--- src/rtl/if_stage_pkg.sv ---
`default_nettype none
// ============================================================================
//  Module      : if_stage_pkg
//  Description : Shared encodings for the instruction-fetch stage: PC source
//                codes, hazard-unit control values, NOP word, FSM states.
//  Revision    : 1.0 - initial release
// ============================================================================
package if_stage_pkg;

    // EX-stage PC source select codes
    localparam logic [2:0] PCSRC_PC4 = 3'd0;
    localparam logic [2:0] PCSRC_BT  = 3'd1;
    localparam logic [2:0] PCSRC_JT  = 3'd2;
    localparam logic [2:0] PCSRC_JR  = 3'd3;

    // Hazard-unit control values
    localparam logic PC_WRITE_EN      = 1'b1;
    localparam logic PC_WRITE_HOLD    = 1'b0;
    localparam logic IF_ID_WRITE_EN   = 1'b1;
    localparam logic IF_ID_WRITE_HOLD = 1'b0;
    localparam logic IF_ID_FLUSH_EN   = 1'b1;
    localparam logic IF_ID_FLUSH_NONE = 1'b0;

    // Instruction word used for bubbles and squashed slots
    localparam logic [31:0] NOP_ENCODING = 32'h0000_0000;

    // Fetch FSM states
    typedef enum logic [0:0] {
        FETCH = 1'b0,
        DROP  = 1'b1
    } if_state_e;

    // True when the EX stage requests a change of control flow
    function automatic logic is_redirect(input logic [2:0] sel, input logic taken);
        return (sel == PCSRC_JR) || (sel == PCSRC_JT) || ((sel == PCSRC_BT) && taken);
    endfunction

endpackage
`default_nettype wire

--- src/rtl/if_stage_if.sv ---
`default_nettype none
// ============================================================================
//  Module      : if_stage_if
//  Description : Instruction-memory request/acknowledge bus. The fetch stage
//                is the master; the memory is the slave.
//  Revision    : 1.0 - initial release
// ============================================================================
interface if_stage_if;

    logic        imem_req;
    logic [31:0] imem_addr;
    logic        imem_ack;
    logic [31:0] imem_rdata;

    modport master (
        output imem_req,
        output imem_addr,
        input  imem_ack,
        input  imem_rdata
    );

    modport slave (
        input  imem_req,
        input  imem_addr,
        output imem_ack,
        output imem_rdata
    );

endinterface
`default_nettype wire

--- src/rtl/if_stage_if_id_reg.sv ---
`default_nettype none
// ============================================================================
//  Module      : if_id_reg
//  Description : IF/ID pipeline register. Priority is reset, flush, then
//                write; a write with no instruction available inserts a bubble.
//  Revision    : 1.0 - initial release
// ============================================================================
module if_id_reg #(
    parameter logic [31:0] NOP_INSTR = 32'h0000_0000
) (
    input  wire logic        clk,
    input  wire logic        rst,
    input  wire logic        i_write,
    input  wire logic        i_flush,
    input  wire logic        i_instr_avail,
    input  wire logic [31:0] i_instr,
    input  wire logic [31:0] i_pc_plus4,
    output logic [31:0]      o_instruction,
    output logic [31:0]      o_pc_plus4,
    output logic             o_valid
);

    // Load, squash, bubble or hold the pipeline register
    always_ff @(posedge clk) begin
        if (rst) begin
            o_instruction <= NOP_INSTR;
            o_pc_plus4    <= 32'd0;
            o_valid       <= 1'b0;
        end else if (i_flush) begin
            o_instruction <= NOP_INSTR;
            o_pc_plus4    <= 32'd0;
            o_valid       <= 1'b0;
        end else if (i_write) begin
            if (i_instr_avail) begin
                o_instruction <= i_instr;
                o_pc_plus4    <= i_pc_plus4;
                o_valid       <= 1'b1;
            end else begin
                o_instruction <= NOP_INSTR;
                o_pc_plus4    <= 32'd0;
                o_valid       <= 1'b0;
            end
        end
    end

endmodule
`default_nettype wire

--- src/rtl/if_stage.sv ---
`default_nettype none
// ============================================================================
//  Module      : if_stage
//  Description : Instruction-fetch stage: PC register, next-PC selection,
//                instruction-memory handshake with one-entry hold buffer,
//                and IF/ID register.
//  Options     : IF_PERF_CNT_EN - adds fetch/stall/flush performance counters
//  Revision    : 1.0 - initial release
// ============================================================================
module if_stage
    import if_stage_pkg::*;
#(
    parameter logic [31:0] RESET_PC  = 32'h0000_3000,
    parameter logic [31:0] NOP_INSTR = NOP_ENCODING
) (
    input  wire logic        clk,
    input  wire logic        rst,
    input  wire logic        pc_write,
    input  wire logic        if_id_write,
    input  wire logic        if_id_flush,
    input  wire logic [2:0]  ex_pc_src_sel,
    input  wire logic        ex_branch_taken,
    input  wire logic [31:0] ex_branch_target,
    input  wire logic [31:0] ex_jump_target,
    input  wire logic [31:0] ex_jr_target,
    if_stage_if.master       imem,
    output logic [31:0]      pc,
    output logic [31:0]      if_id_instruction,
    output logic [31:0]      if_id_pc_plus4,
    output logic             if_id_valid
`ifdef IF_PERF_CNT_EN
    ,
    output logic [31:0]      perf_fetch_cnt,
    output logic [31:0]      perf_stall_cnt,
    output logic [31:0]      perf_flush_cnt
`endif
);

    if_state_e   r_state, w_state_nxt;
    logic [31:0] r_pc, w_pc_nxt;
    logic [31:0] r_redirect_pc, w_redirect_pc_nxt;
    logic        r_hold_valid, w_hold_valid_nxt;
    logic [31:0] r_hold_data, w_hold_data_nxt;
    logic        r_req_en;

    logic        w_redirect;
    logic [31:0] w_target;
    logic        w_req;
    logic        w_ack;
    logic [31:0] w_pc_plus4;
    logic        w_pc_we;
    logic        w_if_id_we;
    logic        w_if_id_flush;
    logic        w_instr_avail;
    logic [31:0] w_instr;

    assign w_pc_we       = (pc_write == PC_WRITE_EN);
    assign w_if_id_we    = (if_id_write == IF_ID_WRITE_EN);
    assign w_if_id_flush = (if_id_flush == IF_ID_FLUSH_EN);

    // Redirect decode and target selection
    always_comb begin
        w_redirect = is_redirect(ex_pc_src_sel, ex_branch_taken);
        case (ex_pc_src_sel)
            PCSRC_JR: w_target = ex_jr_target;
            PCSRC_JT: w_target = ex_jump_target;
            default:  w_target = ex_branch_target;
        endcase
    end

    // Request is held off for the first cycle out of reset and while the hold buffer is full
    assign w_req      = r_req_en & ~r_hold_valid;
    assign w_ack      = w_req & imem.imem_ack;
    assign w_pc_plus4 = r_pc + 32'd4;

    assign imem.imem_req  = w_req;
    assign imem.imem_addr = r_pc;
    assign pc             = r_pc;

    // Fetch FSM: next state, next PC, hold buffer and IF/ID source
    always_comb begin
        w_state_nxt       = r_state;
        w_pc_nxt          = r_pc;
        w_redirect_pc_nxt = r_redirect_pc;
        w_hold_valid_nxt  = r_hold_valid;
        w_hold_data_nxt   = r_hold_data;
        w_instr_avail     = 1'b0;
        w_instr           = r_hold_data;
        case (r_state)
            FETCH: begin
                if (w_redirect) begin
                    // Redirect squashes any buffered or returning word
                    w_hold_valid_nxt = 1'b0;
                    if (w_req && !w_ack) begin
                        // Address must stay stable until the memory answers
                        w_redirect_pc_nxt = w_target;
                        w_state_nxt       = DROP;
                    end else begin
                        w_pc_nxt = w_target;
                    end
                end else if (r_hold_valid) begin
                    if (w_if_id_flush) begin
                        w_hold_valid_nxt = 1'b0;
                        if (w_pc_we) w_pc_nxt = w_pc_plus4;
                    end else if (w_if_id_we) begin
                        w_instr_avail    = 1'b1;
                        w_hold_valid_nxt = 1'b0;
                        if (w_pc_we) w_pc_nxt = w_pc_plus4;
                    end
                end else if (w_ack) begin
                    if (w_if_id_flush) begin
                        if (w_pc_we) w_pc_nxt = w_pc_plus4;
                    end else if (w_if_id_we) begin
                        w_instr_avail = 1'b1;
                        w_instr       = imem.imem_rdata;
                        if (w_pc_we) w_pc_nxt = w_pc_plus4;
                    end else begin
                        // Stalled: park the word so it is not lost
                        w_hold_valid_nxt = 1'b1;
                        w_hold_data_nxt  = imem.imem_rdata;
                    end
                end
            end
            DROP: begin
                if (w_redirect) w_redirect_pc_nxt = w_target;
                if (w_ack) begin
                    w_pc_nxt    = w_redirect ? w_target : r_redirect_pc;
                    w_state_nxt = FETCH;
                end
            end
            default: w_state_nxt = FETCH;
        endcase
    end

    // State and fetch-path registers; PC is always kept word aligned
    always_ff @(posedge clk) begin
        if (rst) begin
            r_state       <= FETCH;
            r_pc          <= {RESET_PC[31:2], 2'b00};
            r_redirect_pc <= 32'd0;
            r_hold_valid  <= 1'b0;
            r_hold_data   <= NOP_INSTR;
            r_req_en      <= 1'b0;
        end else begin
            r_state       <= w_state_nxt;
            r_pc          <= {w_pc_nxt[31:2], 2'b00};
            r_redirect_pc <= w_redirect_pc_nxt;
            r_hold_valid  <= w_hold_valid_nxt;
            r_hold_data   <= w_hold_data_nxt;
            r_req_en      <= 1'b1;
        end
    end

    if_id_reg #(
        .NOP_INSTR (NOP_INSTR)
    ) u_if_id_reg (
        .clk           (clk),
        .rst           (rst),
        .i_write       (w_if_id_we),
        .i_flush       (w_if_id_flush),
        .i_instr_avail (w_instr_avail),
        .i_instr       (w_instr),
        .i_pc_plus4    (w_pc_plus4),
        .o_instruction (if_id_instruction),
        .o_pc_plus4    (if_id_pc_plus4),
        .o_valid       (if_id_valid)
    );

`ifdef IF_PERF_CNT_EN
    logic [31:0] r_fetch_cnt, r_stall_cnt, r_flush_cnt;
    logic        w_if_id_load;

    assign w_if_id_load = w_instr_avail & w_if_id_we & ~w_if_id_flush;

    // Free-running wrapping event counters
    always_ff @(posedge clk) begin
        if (rst) begin
            r_fetch_cnt <= 32'd0;
            r_stall_cnt <= 32'd0;
            r_flush_cnt <= 32'd0;
        end else begin
            if (w_if_id_load)                  r_fetch_cnt <= r_fetch_cnt + 32'd1;
            if (!w_if_id_we && !w_if_id_flush) r_stall_cnt <= r_stall_cnt + 32'd1;
            if (w_if_id_flush)                 r_flush_cnt <= r_flush_cnt + 32'd1;
        end
    end

    assign perf_fetch_cnt = r_fetch_cnt;
    assign perf_stall_cnt = r_stall_cnt;
    assign perf_flush_cnt = r_flush_cnt;
`endif

endmodule
`default_nettype wire
--- src/flat_wrapper.sv ---
// flat-port wrapper written by rule: the top's interface ports become plain ports
module if_stage_flat import if_stage_pkg::*;
#(
    parameter logic [31:0] RESET_PC  = 32'h0000_3000,
    parameter logic [31:0] NOP_INSTR = NOP_ENCODING
)
  (clk, rst, pc_write, if_id_write, if_id_flush, ex_pc_src_sel, ex_branch_taken, ex_branch_target, ex_jump_target, ex_jr_target, pc, if_id_instruction, if_id_pc_plus4, if_id_valid, imem_imem_req, imem_imem_addr, imem_imem_ack, imem_imem_rdata);
  if_stage_if imem_i ();
  input  wire logic clk;
  input  wire logic rst;
  input  wire logic pc_write;
  input  wire logic if_id_write;
  input  wire logic if_id_flush;
  input  wire logic [2:0] ex_pc_src_sel;
  input  wire logic ex_branch_taken;
  input  wire logic [31:0] ex_branch_target;
  input  wire logic [31:0] ex_jump_target;
  input  wire logic [31:0] ex_jr_target;
  output logic [31:0] pc;
  output logic [31:0] if_id_instruction;
  output logic [31:0] if_id_pc_plus4;
  output logic if_id_valid;
  output wire logic [$bits(imem_i.imem_req)-1:0] imem_imem_req;
  output wire logic [$bits(imem_i.imem_addr)-1:0] imem_imem_addr;
  input wire logic [$bits(imem_i.imem_ack)-1:0] imem_imem_ack;
  input wire logic [$bits(imem_i.imem_rdata)-1:0] imem_imem_rdata;
  assign imem_imem_req = imem_i.imem_req;
  assign imem_imem_addr = imem_i.imem_addr;
  assign imem_i.imem_ack = imem_imem_ack;
  assign imem_i.imem_rdata = imem_imem_rdata;
  if_stage #(.RESET_PC(RESET_PC), .NOP_INSTR(NOP_INSTR)) u_core (.clk(clk), .rst(rst), .pc_write(pc_write), .if_id_write(if_id_write), .if_id_flush(if_id_flush), .ex_pc_src_sel(ex_pc_src_sel), .ex_branch_taken(ex_branch_taken), .ex_branch_target(ex_branch_target), .ex_jump_target(ex_jump_target), .ex_jr_target(ex_jr_target), .imem(imem_i), .pc(pc), .if_id_instruction(if_id_instruction), .if_id_pc_plus4(if_id_pc_plus4), .if_id_valid(if_id_valid));
endmodule
--- config.mk ---
export PLATFORM = sky130hd
export DESIGN_NAME = if_stage_flat
export DESIGN_NICKNAME = d
export VERILOG_FILES = /design/src/rtl/if_stage_pkg.sv /design/src/rtl/if_stage_if.sv /design/src/rtl/if_stage_if_id_reg.sv /design/src/rtl/if_stage.sv /design/src/flat_wrapper.sv
export SDC_FILE = /design/constraint.sdc
export NUM_CORES = 1
export LEC_CHECK = 0
export ABC_AREA = 1
export BUFFER_PORTS_ARGS = -buffer_cell sky130_fd_sc_hd__buf_2
export CAP_MARGIN = 20
export CORE_UTILIZATION = 52
export DETAILED_ROUTE_END_ITERATION = 16
export PLACE_DENSITY_LB_ADDON = 0.05
export SKIP_LAST_GASP = 1
export SYNTH_ARGS = -nofsm -noshare
export SYNTH_HDL_FRONTEND = slang
export SYNTH_SLANG_ARGS = --single-unit
--- constraint.sdc ---
create_clock -name clk -period 2.33 [get_ports clk]
set_input_delay 0 -clock clk [delete_from_list [all_inputs] [get_ports clk]]
set_output_delay 0 -clock clk [all_outputs]
set_load 0.03 [all_outputs]
; Yosys cells after proc, flatten, opt, wreduce, memory -nomap -nowiden
; Cells that the tools add are included.
[word_totals]
out_inout_bits = 130
in_bits = 138
wordCells = 72
ff_bits = 164
[classes]
addsub = 1
eq_ne = 8
reduce_logical = 9
n_mux = 37
n_bitwise = 7
[op_table]
columns = op, n
row1 = $mux W32, 17
row2 = $pmux W32 S2, 3
row3 = $add A32 B3 Y32 const B, 1
row4 = $mux W1, 16
row5 = $eq A3 B2 Y1 const B, 2
row6 = $reduce_and A6 Y1, 1
row7 = $not A1 Y1, 5
row8 = $ne A2 B1 Y1 const B, 2
row9 = $ne A4 B1 Y1 const B, 1
row10 = $eq A3 B1 Y1 const B, 1
row11 = $ne A3 B3 Y1 const B, 1
row12 = $reduce_and A3 Y1, 1
row13 = $and A1 B1 Y1, 2
row14 = $logic_and A1 B1 Y1, 2
row15 = $logic_or A1 B1 Y1, 2
row16 = $ne A2 B2 Y1 const B, 1
row17 = $pmux W1 S2, 1
row18 = $reduce_and A2 Y1, 1
row19 = $reduce_or A2 Y1, 1
row20 = $logic_not A1 Y1, 1

; Longest topological paths before layout
[logic_depth]
ltp_word = 8
depth_mapped = 13
ltp_nobuf = 13

; Cells and area by module
; Synthesis repeated with hierarchy kept, for this count alone.
[hier_totals]
hier_cells = 1456
area_unflattened_um2 = 9298.9
[modules_own_cells]
columns = module, cells_per_inst, n_inst, seq_area_each_um2, area_per_inst_um2
row1 = if_stage, 1166, 1, 1901.8, 6722.7
row2 = if_id_reg, 290, 1, 1301.2, 2576.2

; Worst setup path before layout
; No wires, ideal clock.
[synth_path]
kind = register to register
start = register u_core.r_req_en
end = register u_core.r_pc[13] (netlist: u_core.imem.imem_addr[13])
period_less_slack_ns = 1.996
setup_time_ns = 0.122
path_slack_ns = 0.334
t_arrival_ns = 1.874
required_ns = 2.208
stages_incl_launch_ff = 13
path_buffers = 1
path_cell_list = dfxtp_1 -> inv_1 -> nor2_1 -> nand2_1 -> nand2_1 -> nand2_1 -> nand2_1 -> nand2_4 -> inv_2 -> buf_2 -> nand3_1 -> nand2_1 -> nand2_1
[synth_between]
elab_chain_len = 6
word_cells_on_any_way = 8
classes_between = 3 x eq/ne / 2 x bitwise / 3 x reduce/logical
[synth_lines]
columns = item, line_no
row1 = "start, declared", if_stage.sv:44  ; logic r_req_en;
row2 = "start signal, assigned", if_stage.sv:143  ; r_req_en <= 1'b0;
row3 = "start signal, assigned", if_stage.sv:150  ; r_req_en <= 1'b1;
row4 = $and A1 B1 Y1 *, if_stage.sv:72  ; assign w_req = r_req_en & ~r_hold_valid;
row5 = net imem_imem_req, flat_wrapper.sv:23  ; output wire logic [$bits(imem_i.imem_req)-1:0] imem_imem_req;
row6 = $and A1 B1 Y1, if_stage.sv:73  ; assign w_ack = w_req & imem.imem_ack;
row7 = $logic_not A1 Y1, if_stage.sv:94  ; if (w_req && !w_ack) begin
row8 = $logic_and A1 B1 Y1, if_stage.sv:94
row9 = $ne A3 B3 Y1 (no line), --
row10 = $reduce_and A3 Y1 (no line) *, --
row11 = "end signal, assigned", if_stage.sv:139  ; r_pc <= {RESET_PC[31:2], 2'b00};
row12 = "end signal, assigned", if_stage.sv:146  ; r_pc <= {w_pc_nxt[31:2], 2'b00};
row13 = "end, declared", if_stage.sv:40  ; logic [31:0] r_pc, w_pc_nxt;
; The timed path passes the listed nets; every way through them passes the cells marked *.
; A chain may end at the register's enable or synchronous reset.

; Worst setup path in the final report
[layout_path]
start = register u_core.r_pc[2] (netlist: u_core.imem.imem_addr[2])
end = register u_core.r_pc[18] (netlist: u_core.imem.imem_addr[18])
[layout_between]
elab_chain_len = 8
[layout_lines]
columns = item, line_no
row1 = $add A32 B3 Y32 *, if_stage.sv:74  ; assign w_pc_plus4 = r_pc + 32'd4;
row2 = $mux W32 *, --
row3 = $mux W32, "if_stage.sv:105, if_stage.sv:113"
row4 = $mux W32 *, "if_stage.sv:102, if_stage.sv:111"
row5 = $mux W32, if_stage.sv:110  ; end else if (w_ack) begin
row6 = $mux W32 *, if_stage.sv:101  ; end else if (r_hold_valid) begin
row7 = $mux W32 *, if_stage.sv:91  ; if (w_redirect) begin
row8 = $pmux W32 S2 *, if_stage.sv:89  ; case (r_state)
; Every way passes the cells marked *; elsewhere a longest branch is shown, timed or not. The select of a mux whose other input is x is not followed.

==> results by group <==
Outcome
  • Outcome: finished, final reports clean

Placement
  • PortBufs: 255
  • Routability congestion estimate: 0.918
  • HPWL after DPL: 19.9 mm

Clocking
  • CTS max path bufs: 2
  • Number of buffers created by CTS: 17
  • Clock root cell: clkbuf_16
  • CTS tree: done
  • Clk sinks: 158
  • H-Tree Level Count: 4
  • Latest clock arrival within the worst-skew pair: 0.43 ns
  • Setup Buffers After CTS: 0
  • Reg clk slew, reported paths: 0.07 ns

Synthesis
  • Post-synthesis sequential area ratio: 0.359
  • Synthesized area per cell: 6.27 sq um
  • Syn Inst Count: 1405
  • Synth cell types: 36
  • Warnings from Yosys: 0
  • Synth area leaders: dfxtp_1, nand2_1, a21oi_1
  • Synth Cell Area: 8810 sq um
  • FF+latch count, synth: 158
  • Synth area leader: dfxtp_1
  • Top cell type's share of synthesized area: 0.359

Detailed routing
  • Final wirelength: 28.4 mm
  • Total iterations of the first detailed-routing run: 6
  • Via count: 9983
  • Via/cell ratio: 5.35
  • Antenna Nets Post-Route: 0
  • DR WL/cell: 15.2 um
  • 1st-iter DRT viols: 964
  • DRC: 0

Die
  • Die width: 132 um
  • Placeable Area: 16600 sq um
  • Initial Util: 0.531
  • Ports: 268
  • Row Count: 47
  • Die Span Y: 132 um
  • Die ar.: 17500 sq um

Critical path
  • CP peak stage delay: 0.46 ns
  • Setup crit end kind: flip-flop
  • CP dominant cell by count: nand2_1
  • Critical-path cell list: ha_2 > inv_1 > nor2_1 > nand2_1 > nor2_1 > nand3_1 > nand2_1 > nand2_1 > nand2_1 > nand2_1 > a21oi_1
  • CP Max Fanout: 7
  • Critical path's slowest cell: dfxtp_1
  • CP startpoint kind: flip-flop
  • Buf/Inv on CP: 1
  • WS Path Type: flip-flop to flip-flop
  • CP arrival: 2.44 ns
  • Crit path max-delay family: simple AND/OR/NAND/NOR gates
  • Req. time, crit path: 2.69 ns

Timing
  • Worst Skew: 0.00779 ns
  • Tcrit/Tclk final: 0.893
  • Worst Tran Pin Value: 0.700 ns
  • RSZ-0062 raised after global routing: no
  • Fin crit period: 2.08 ns
  • Setup TNS: 0 ns
  • Worst relative slew slack: 0.532
  • FMAX: 481 MHz
  • Final Hold Vio Count: 0
  • Max Transition Viols Final: 0
  • Setup-failing EPs final: 0
  • Hold slack: 0.0163 ns

Layout
  • # fillers: 1629
  • FF/Latch Area: 3160 sq um
  • Final #Nets: 1774
  • Multi-input logic area: 4740 sq um
  • Area growth syn-to-layout: 23.5%
  • N_diodes: 0
  • Layout cells sized above 1: 0.214

Pwr
  • P_leak: 5.10 nW
  • Worst ir drop on vdd: 0.000519 V
  • Pwr/cell area: 647 nW/um^2
  • Final Power: 7.04 mW

Global route
  • Largest net degree at the start of global routing: 54
  • Initial antenna violation count: 0
  • Tot GR Track Use: 0.327
  • First-pass GRT wire length: 45.7 mm
  • Total grt overflow: 0
  • Vias in the first global route: 8964

Worst hold path
  • Min-delay worst type: input pin to flip-flop

Job
  • Max-Cap Viols: 0
==> state kept, by name (all words and copies together), names as in the netlist <==
name / cells
u_core.u_if_id_reg.o_pc_plus4: 30
u_core.imem.imem_addr: 30
u_core.r_redirect_pc: 30
u_core.r_req_en: 1
u_core.u_if_id_reg.o_instruction: 32
u_core.r_hold_valid: 1
u_core.r_hold_data: 32
u_core.r_state: 1
u_core.u_if_id_reg.o_valid: 1
==> power by group <==
part	internal, mW	switching (mW)	total (mW)
clock	1.37	1.19	2.56
sequential	2.82	0.145	2.97
combinational	0.484	1.02	1.51
total	4.68	2.36	7.04
==> worst min-delay path, stage by stage <==
cell     delay (ns)
buf_2          0.07
nand2_1        0.04
nand3_1        0.08
o21ai_0        0.07
a21oi_1        0.13
==> layer usage <==
layer | part of all wire | GRT usage | wire, um
met3 | 0.073 | 0.0534 | 2070
met4 | 0.023 | 0.117 | 649
met1 | 0.46 | 0.461 | 13200
met5 | 0 | 0 | 0
met2 | 0.44 | 0.502 | 12500
==> cell usage after synthesis (all sizes together) <==
| master | instances |
|---|---|
| o21ai | 113 |
| nor3 | 3 |
| nand3b | 6 |
| nand2 | 500 |
| inv | 69 |
| nand4 | 8 |
| a221oi | 1 |
| clkinv | 2 |
| ha | 1 |
| buf | 74 |
| o211ai | 17 |
| and2 | 1 |
| a31oi | 8 |
| clkbuf | 42 |
| nand3 | 101 |
| conb | 1 |
| a211oi | 5 |
| a21oi | 140 |
| dfxtp | 158 |
| or2 | 12 |
| nor2 | 137 |
| xnor2 | 2 |
| xor2 | 4 |
==> cell usage in the layout, fill, tap and decap left out, types with 2 or more instances in the layout <==
cell / netlist / layout
nand2_1: 495 / 494
buf_2: 22 / 255
dfxtp_1: 158 / 157
a21oi_1: 140 / 140
nor2_1: 134 / 134
o21ai_0: 107 / 107
nand3_1: 101 / 101
inv_1: 61 / 61
dlygate4sd3_1: 0 / 35
buf_4: 40 / 29
o211ai_1: 17 / 17
clkbuf_16: 0 / 17
or2_2: 12 / 12
inv_2: 8 / 8
a31oi_1: 8 / 8
nand4_1: 7 / 7
nand3b_1: 6 / 6
conb_1: 1 / 6
a211oi_1: 5 / 5
o21ai_1: 5 / 5
nand2_2: 4 / 5
inv_6: 0 / 5
xor2_1: 4 / 4
clkinv_2: 0 / 4
buf_12: 0 / 3
nor2_2: 2 / 2
nor3_1: 2 / 2
xnor2_1: 2 / 2
clkinv_1: 2 / 2
clkinv_4: 0 / 2
clkinvlp_4: 0 / 2
==> metrics by stage <==
stage / utilization / cells / worst slack [ns] / cell area (sq um)
after global placement: 0.603 / 1801 / 0.332 / 10000
after global routing: 0.656 / 1867 / 0.0531 / 10900
final: 0.656 / 1867 / 0.250 / 10900
after detailed placement: 0.603 / 1801 / 0.275 / 10000
after CTS: 0.656 / 1867 / 0.261 / 10900
after floorplan: - / 1410 / 0.334 / 8830
==> worst paths after layout <==
| kind | cells past startpoint | endpoint | slack [ns] | start |
|---|---|---|---|---|
| max | 11 | u_core.imem.imem_addr[18]$_SDFFE_PP0P_ | 0.25 | u_core.imem.imem_addr[2]$_SDFFE_PP0P_ |
| min | 5 | u_core.r_redirect_pc[26]$_SDFFE_PP0P_ | 0.02 | ex_jr_target[26] |
| max reg2reg | 11 | u_core.imem.imem_addr[18]$_SDFFE_PP0P_ | 0.25 | u_core.imem.imem_addr[2]$_SDFFE_PP0P_ |
| min reg2reg | 2 | u_core.r_hold_data[27]$_SDFFE_PP0P_ | 0.46 | u_core.r_hold_data[27]$_SDFFE_PP0P_ |
==> kinds of logic after synthesis <==
kind of cell    synth area share
other cells             0.000426
buf+inv                    0.106
simple gates               0.358
compound gates             0.170
xor+xnor                 0.00596
fa+ha+maj                0.00142
flops                      0.359
==> final cells by class <==
cell class                      instances  share of cell area
Timing Repair Buffer                  322               0.175
Clock buffer                           17              0.0391
Clock inverter                         14             0.00989
Inverter                               71              0.0245
Multi-Input combinational cell       1065               0.436
Sequential cell                       158               0.291
Tap cell                              220              0.0253
==> timing repair <==
action,CTS,global route
gates resized for setup,0,1
endpoints found under the setup margin,0,1
hold endpoints to repair,50,0
hold buffers,35,0
Note: power is estimated with default switching activity, not from simulation.
